## src/rtl/kb_scan_ctrl.sv

```systemverilog
// Scanned-keypad controller: walks key_addr, debounces one key at a time
// (first key wins) and latches {shift, code} with an irq/overrun handshake.
// Optional 5200-style low-nibble code remap when KB_REMAP_5200_EN is defined.
module kb_scan_ctrl #(
  parameter int ADDR_W    = 6,
  parameter int DEB_SCANS = 2
) (
  input  logic              clk,
  input  logic              rst,
  input  logic              scan_tick,
  input  logic              scan_en,
  input  logic              deb_en,
  input  logic              kr1_n,
  input  logic              kr2_n,
  input  logic              irq_ack,
  output logic [ADDR_W-1:0] key_addr,
  output logic [ADDR_W:0]   kbcode,
  output logic              key_down,
  output logic              irq,
  output logic              overrun
);

  localparam logic [1:0] ST_IDLE    = 2'd0;
  localparam logic [1:0] ST_CONFIRM = 2'd1;
  localparam logic [1:0] ST_HELD    = 2'd2;
  localparam logic [1:0] ST_RELEASE = 2'd3;

  localparam logic [3:0] DEB_MAX = 4'(DEB_SCANS);

  logic [1:0]        state, state_nxt;
  logic [3:0]        cnt, cnt_nxt, cnt_inc;
  logic [ADDR_W-1:0] cand, cand_nxt;
  logic [3:0]        thr;
  logic              tick, pressed, at_cand;
  logic              latch, release_done;

  // Each 2-bit field of the low nibble is negated modulo 4 for the 5200 layout.
  function automatic logic [ADDR_W-1:0] remap(input logic [ADDR_W-1:0] code);
    logic [ADDR_W-1:0] r;
    r = code;
`ifdef KB_REMAP_5200_EN
    for (int i = 0; i < 2; i++) begin
      r[2*i +: 2] = 2'd0 - code[2*i +: 2];
    end
`endif
    return r;
  endfunction

  assign tick    = scan_tick & scan_en;
  assign thr     = deb_en ? DEB_MAX : 4'd1;
  assign pressed = ~kr1_n;
  assign at_cand = (key_addr == cand);
  assign cnt_inc = cnt + 4'd1;

  always_comb begin
    // NOTE: every output of this block gets a default first so no latch is inferred.
    state_nxt    = state;
    cnt_nxt      = cnt;
    cand_nxt     = cand;
    latch        = 1'b0;
    release_done = 1'b0;
    if (tick) begin
      case (state)
        ST_IDLE: begin
          if (pressed) begin
            cand_nxt = key_addr;
            cnt_nxt  = 4'd1;
            if (4'd1 >= thr) begin
              state_nxt = ST_HELD;
              latch     = 1'b1;
            end else begin
              state_nxt = ST_CONFIRM;
            end
          end
        end
        ST_CONFIRM: begin
          if (at_cand) begin
            if (pressed) begin
              cnt_nxt = cnt_inc;
              if (cnt_inc >= thr) begin
                state_nxt = ST_HELD;
                latch     = 1'b1;
              end
            end else begin
              state_nxt = ST_IDLE;
            end
          end
        end
        ST_HELD: begin
          if (at_cand && !pressed) begin
            if (thr == 4'd1) begin
              state_nxt    = ST_IDLE;
              release_done = 1'b1;
            end else begin
              cnt_nxt   = 4'd1;
              state_nxt = ST_RELEASE;
            end
          end
        end
        ST_RELEASE: begin
          if (at_cand) begin
            if (pressed) begin
              state_nxt = ST_HELD;
            end else begin
              cnt_nxt = cnt_inc;
              if (cnt_inc >= thr) begin
                state_nxt    = ST_IDLE;
                release_done = 1'b1;
              end
            end
          end
        end
        default: state_nxt = ST_IDLE;
      endcase
    end
  end

  // NOTE: state is updated only with non-blocking assignments, and reset is
  // sampled on the clock edge so it overrides scan_tick and irq_ack.
  always_ff @(posedge clk) begin
    if (rst) begin
      state    <= ST_IDLE;
      cnt      <= 4'd0;
      cand     <= '0;
      key_addr <= '0;
      kbcode   <= '0;
      key_down <= 1'b0;
      irq      <= 1'b0;
      overrun  <= 1'b0;
    end else begin
      state <= state_nxt;
      cnt   <= cnt_nxt;
      cand  <= cand_nxt;
      if (tick) begin
        key_addr <= key_addr + ADDR_W'(1);
      end
      if (latch) begin
        kbcode   <= {~kr2_n, remap(cand_nxt)};
        key_down <= 1'b1;
      end else if (release_done) begin
        key_down <= 1'b0;
      end
      // An acknowledge wins over overrun but never over a fresh latch.
      irq     <= latch | (irq & ~irq_ack);
      overrun <= ~irq_ack & (overrun | (latch & irq));
    end
  end

endmodule

```

## config.mk

```make
export PLATFORM = sky130hd
export DESIGN_NAME = kb_scan_ctrl
export DESIGN_NICKNAME = d
export VERILOG_FILES = /design/src/rtl/kb_scan_ctrl.sv
export SDC_FILE = /design/constraint.sdc
export NUM_CORES = 1
export LEC_CHECK = 0
export ABC_AREA = 0
export CAP_MARGIN = 20
export CORE_UTILIZATION = 61
export CTS_CLUSTER_SIZE = 14
export DETAILED_ROUTE_END_ITERATION = 16
export DONT_BUFFER_PORTS = 1
export MAX_ROUTING_LAYER = met4
export PLACE_DENSITY_LB_ADDON = 0.2
export SLEW_MARGIN = 25
export SYNTH_ARGS = -nofsm -noshare
export SYNTH_HDL_FRONTEND = slang
export SYNTH_SLANG_ARGS = --single-unit
export TNS_END_PERCENT = 50
```

## constraint.sdc

```tcl
create_clock -name clk -period 2.4 [get_ports clk]
set_input_delay 0.24 -clock clk [delete_from_list [all_inputs] [get_ports clk]]
set_output_delay 0.24 -clock clk [all_outputs]
set_load 0.03 [all_outputs]
```

After elaboration in Yosys (flattened, before gate mapping)

Cells that the tools add are included.

$add $sub $neg: 2
Magnitude comparators: 2
Equality and inequality tests: 14
Mux-type cells: 38
Bitwise logic cells: 8
Reductions and logical operators: 5

Operators by type and width:

| kind                  | number |
|---|---|
| $mux W4               | 7 |
| $mux W2               | 11 |
| $mux W6               | 3 |
| $pmux W4 S4           | 1 |
| $ne A2 B2 Y1 const B  | 7 |
| $mux W1               | 13 |
| $pmux W2 S4           | 1 |
| $reduce_and A8 Y1     | 1 |
| $reduce_and A7 Y1     | 1 |
| $add A6 B1 Y6 const B | 1 |
| $eq A6 B6 Y1          | 1 |
| $ne A3 B3 Y1 const B  | 2 |
| $add A4 B1 Y4 const B | 1 |
| $and A1 B1 Y1         | 4 |
| $eq A2 B1 Y1 const B  | 2 |
| $eq A2 B2 Y1 const B  | 2 |
| $ge A4 B2 Y1          | 1 |
| $pmux W1 S2           | 2 |
| $ge A1 B2 Y1 const A  | 1 |
| $logic_not A2 Y1      | 1 |
| $not A1 Y1            | 2 |
| $or A1 B1 Y1          | 2 |
| $reduce_bool A2 Y1    | 1 |
| $logic_and A1 B1 Y1   | 1 |

Register bits after elaboration: 28
Input bits: 8
Output and inout port bits: 16
Logic and storage cells: 77

Depth between registers and ports, before layout

Depth after elaboration: 10
Gate-level depth with buffers: 9
Depth with buffers taken out: 8

Worst setup path before layout

Ideal clock, no wire load.

Kind: reg-to-reg
Start: register key_addr[0]
End: register kbcode[0]
Setup time: 121 ps
Arrival: 2053 ps
Data required time: 2279 ps
Path slack: 225 ps
Cell stages (with the launch flop): 8
Path buffers: 1
Clock period less this slack: 2175 ps
Path through: dfxtp_1 xor2_1 nor4_4 and2_1 a31oi_1 or3_1 buf_6 mux2_4

Word-level cells in the longest chain between the ends: 4
Elaborated cells between the ends (all ways): 7
Those cells by class: eq/ne: 1; mux: 6

RTL lines:

| element                  | RTL line | source |
|---|---|---|
| start: declaration       | 16       | `output logic [ADDR_W-1:0] key_addr,` |
| start signal: assignment | 135      | `key_addr <= key_addr + ADDR_W'(1);` |
| $eq A6 B6 Y1             | 52       | `assign at_cand = (key_addr == cand);` |
| $mux W1                  | 77       | `if (at_cand) begin` |
| $pmux W1 S2              | 63       | `case (state)` |
| $mux W1                  | 62       | `if (tick) begin` |
| end signal: assignment   | 138      | `kbcode <= {~kr2_n, remap(cand_nxt)};` |
| end: declaration         | 17       | `output logic [ADDR_W:0] kbcode,` |

Parallel ways exist; a longest one is shown, timed or not.
A chain may end at the register's enable or synchronous reset.

Final worst setup path

Start: register cnt[0]
End: register kbcode[4]

Word-level cells in the longest chain between the ends: 7

RTL lines:

| element                  | RTL line | source |
|---|---|---|
| start: declaration       | 31       | `logic [3:0] cnt, cnt_nxt, cnt_inc;` |
| start signal: assignment | 132      | `cnt <= cnt_nxt;` |
| $add A4 B1 Y4            | 53       | `assign cnt_inc = cnt + 4'd1;` |
| $ge A4 B2 Y1             | 80       | `if (cnt_inc >= thr) begin` |
| $mux W1                  | 80       |  |
| $mux W1                  | 78       | `if (pressed) begin` |
| $mux W1                  | 77       |  |
| $pmux W1 S2              | 63       |  |
| $mux W1                  | 62       |  |

No other way between the ends.

==> metrics.txt <==
status=finished, final reports clean; unrepaired setup endpoints after global routing=no; CTS root buf=clkbuf_4; EDFF count, synth=0; std cell rows=17; R2R depth=8; Die X=50.0 um; Worst-Skew Late Latency=0.33 ns; placed instance count=181; Max Clk Rate=0.438 GHz; endpoints failing setup=0; Startpoint Class=flip-flop; WP data required=2.64 ns; max cap viols=0; pins over their slew limit=0; hold depth=2; final layout net count=171; #FFs+latches synth=28; CP top delay family=adder cells; area leader, netlist=dfxtp_1; WL final=2.98 mm; cell count after synthesis=152; Worst Hold Launch=irq_ack; pwr dens=583 nW/um^2; max incr delay on CP=0.37 ns; IO Pins=24; post-layout min period=2.28 ns; clk sink count=28; Layout area overhead=9.71%; synth warn=0; R2R setup slack=0.12 ns; Clock Path Buffers=2; total negative setup slack=0 ns; Starting DRT DRC Count=36; clock transition at the registers of the reported paths=0.15 ns; library cells used by synthesis=38; Adder-Cell Fraction of Synth Area=0.0356; H-tree Lvls=1; Starting Density=0.641; Slew headroom=0.517; Total Routing Usage GR=0.268; sequential cell area fraction in the yosys report=0.399; CTS tree=done; share of the synthesized area in the top cell type=0.399; largest net degree at the start of global routing=20; critical path arrival=2.53 ns; WHS Endpoint=irq; CTS buffer count=3; # fillers=165; PortBufs=0; Compound-Gate Fraction of Synth Area=0.0908; Final Hold Vio Count=0; Synth Area in XOR/XNOR=0.0748; FFs w/ async S/R, synth=0; Crit Path Max Fanout=10; Avg Cell Area, Syn=9.24 um^2; FF/Latch Area=562 um^2; Post-synth top flop=dfxtp_1; worst setup path category=reg2reg; core footprint=2190 um^2; # DRC=0; largest family of logic cells by synthesized area=simple AND/OR/NAND/NOR gates; Buf/Inv on CP=1; largest cells by area after synthesis=dfxtp_1, mux2_4, mux2i_1, xor2_1, nor2_1; first-pass iteration count of the detailed router=5; Syn Nets=164; most used cell, CP=ha_1; RR Endpoint=kbcode[4]; post-synthesis mux area share=0.139; layout cells sized above 1=0.152; multi-input logic area=795 um^2; Worst Skew=0.00427 ns; die area=2500 um^2; total gr overflow=0; leak pwr=0.664 nW; Tightest Hold Check Type=in2reg; critical path depth=8; final RePlAce weighted congestion=0.814; Routed Antenna Nets=0; worst IR drop on VDD=0.000376 V; Final Power=0.899 mW; final cell count without fillers=186; Worst-Margin Slew=0.720 ns; slowest CP cell=dfxtp_2; post-detailed-placement half-perimeter wirelength=2.04 mm; Critical Path End Type=flip-flop; CP Cell Sequence=ha_1, ha_1, a211oi_1, nand3_1, a31oi_1, or3_1, buf_12, mux2_4; via count=1104; number of antenna violations at the first check in global routing=0; Diodes inserted=0; Avg WL per Cell=16.0 um; first-pass GRT wire length=4.91 mm; die height=50.0 um; Synth Cell Area=1410 um^2; vias in the first global route=1082; fin crit share=0.952; worst r2r src=cnt[0]; drt via density=5.94; Synth Area in Simple Gates=0.225
## final cells by class
type | count | share of cell area
multi-input cells | 113 | 0.515
flip-flops and latches | 28 | 0.364
repair buffers | 9 | 0.0536
well taps | 28 | 0.0227
clock inverters | 1 | 0.0195
clock buffers | 3 | 0.0146
inverters | 4 | 0.00974
## where the power goes
group / internal (mW) / switching (mW)
sequential: 0.473 / 0.0104
clock: 0.169 / 0.145
combinational: 0.0401 / 0.0611
total: 0.682 / 0.216
## flip-flops by register name (all words and copies together) (netlist names)
| register | cells |
|---|---|
| key_addr | 6 |
| cnt | 4 |
| cand | 6 |
| overrun | 1 |
| state | 2 |
| irq | 1 |
| key_down | 1 |
| kbcode | 7 |
## cell usage after synthesis (all sizes together), types with 2 or more instances
cell type and instances:
dfxtp 28, nor2 22, nand2 13, xor2 10, mux2i 9, mux2 7
nor2b 7, a21oi 5, clkbuf 5, ha 4, inv 4, nand2b 4
nand4 3, nor3 3, o21ai 3, a31oi 2, and2 2, buf 2
nand3 2, or2 2, xnor2 2
## worst register-to-register path: cells and delay by family, from the launching register on
family | cells | cell delay, ns
AO/OA/AOI/OAI | 2 | 0.46
multiplexers | 1 | 0.30
AND/OR/NAND/NOR | 2 | 0.32
buffers and inverters | 1 | 0.15
adder cells (fa/ha/maj) | 2 | 0.60
flip-flops | 1 | 0.37
## worst max-delay path by stage
stage                start         to
2_1_floorplan  key_addr[0]  kbcode[0]
3_5_place_dp        cnt[0]  kbcode[3]
5_1_grt             cnt[0]  kbcode[3]
3_3_place_gp        cnt[0]  kbcode[5]
4_1_cts             cnt[0]  kbcode[3]
6_report            cnt[0]  kbcode[4]
## routing by layer
metal / track usage / routed length, um / vias to the layer above
li1: - / - / 532
met2: 0.407 / 1380 / 55
met3: 0.0710 / 192 / 10
met4: 0.0762 / 53 / 0
met5: - / 0 / -
met1: 0.347 / 1350 / 507
## repair_timing
item,in CTS,in global routing
endpoints found under the setup margin,0,4
buffers inserted,0,0
hold buffers,1,0
hold endpoints to repair,19,0
gates resized for setup,0,1
## placed cells by master (no fill, tap or decap), types with 2 or more instances in the layout
master     n
dfxtp_1   27
nor2_1    22
nand2_1   13
xor2_1    10
mux2i_1    9
nor2b_1    7
mux2_4     7
buf_4      7
a21oi_1    5
inv_1      4
nand2b_1   4
ha_1       4
nand4_1    3
o21ai_0    3
clkbuf_4   3
nor3_1     2
and2_1     2
nand3_1    2
a31oi_1    2
xnor2_1    2
## metrics by stage
stage                     hold slack, ns  area, um^2  utilization  setup slack, ns
after floorplan                    0.422        1410            -            0.225
after global placement             0.312        1480        0.674            0.218
after detailed placement           0.316        1480        0.674            0.166
after CTS                         0.0645        1540        0.703            0.123
after global routing              0.0758        1540        0.704           0.0294
final                             0.0674        1540        0.704            0.116
## cells by family after synthesis
| family | after synthesis |
|---|---|
| buf+inv | 11 |
| simple gates | 62 |
| mux | 16 |
| xor+xnor | 12 |
| flops | 28 |
| compound gates | 19 |
| fa+ha+maj | 4 |
Note: power is estimated with default switching activity, not from simulation.
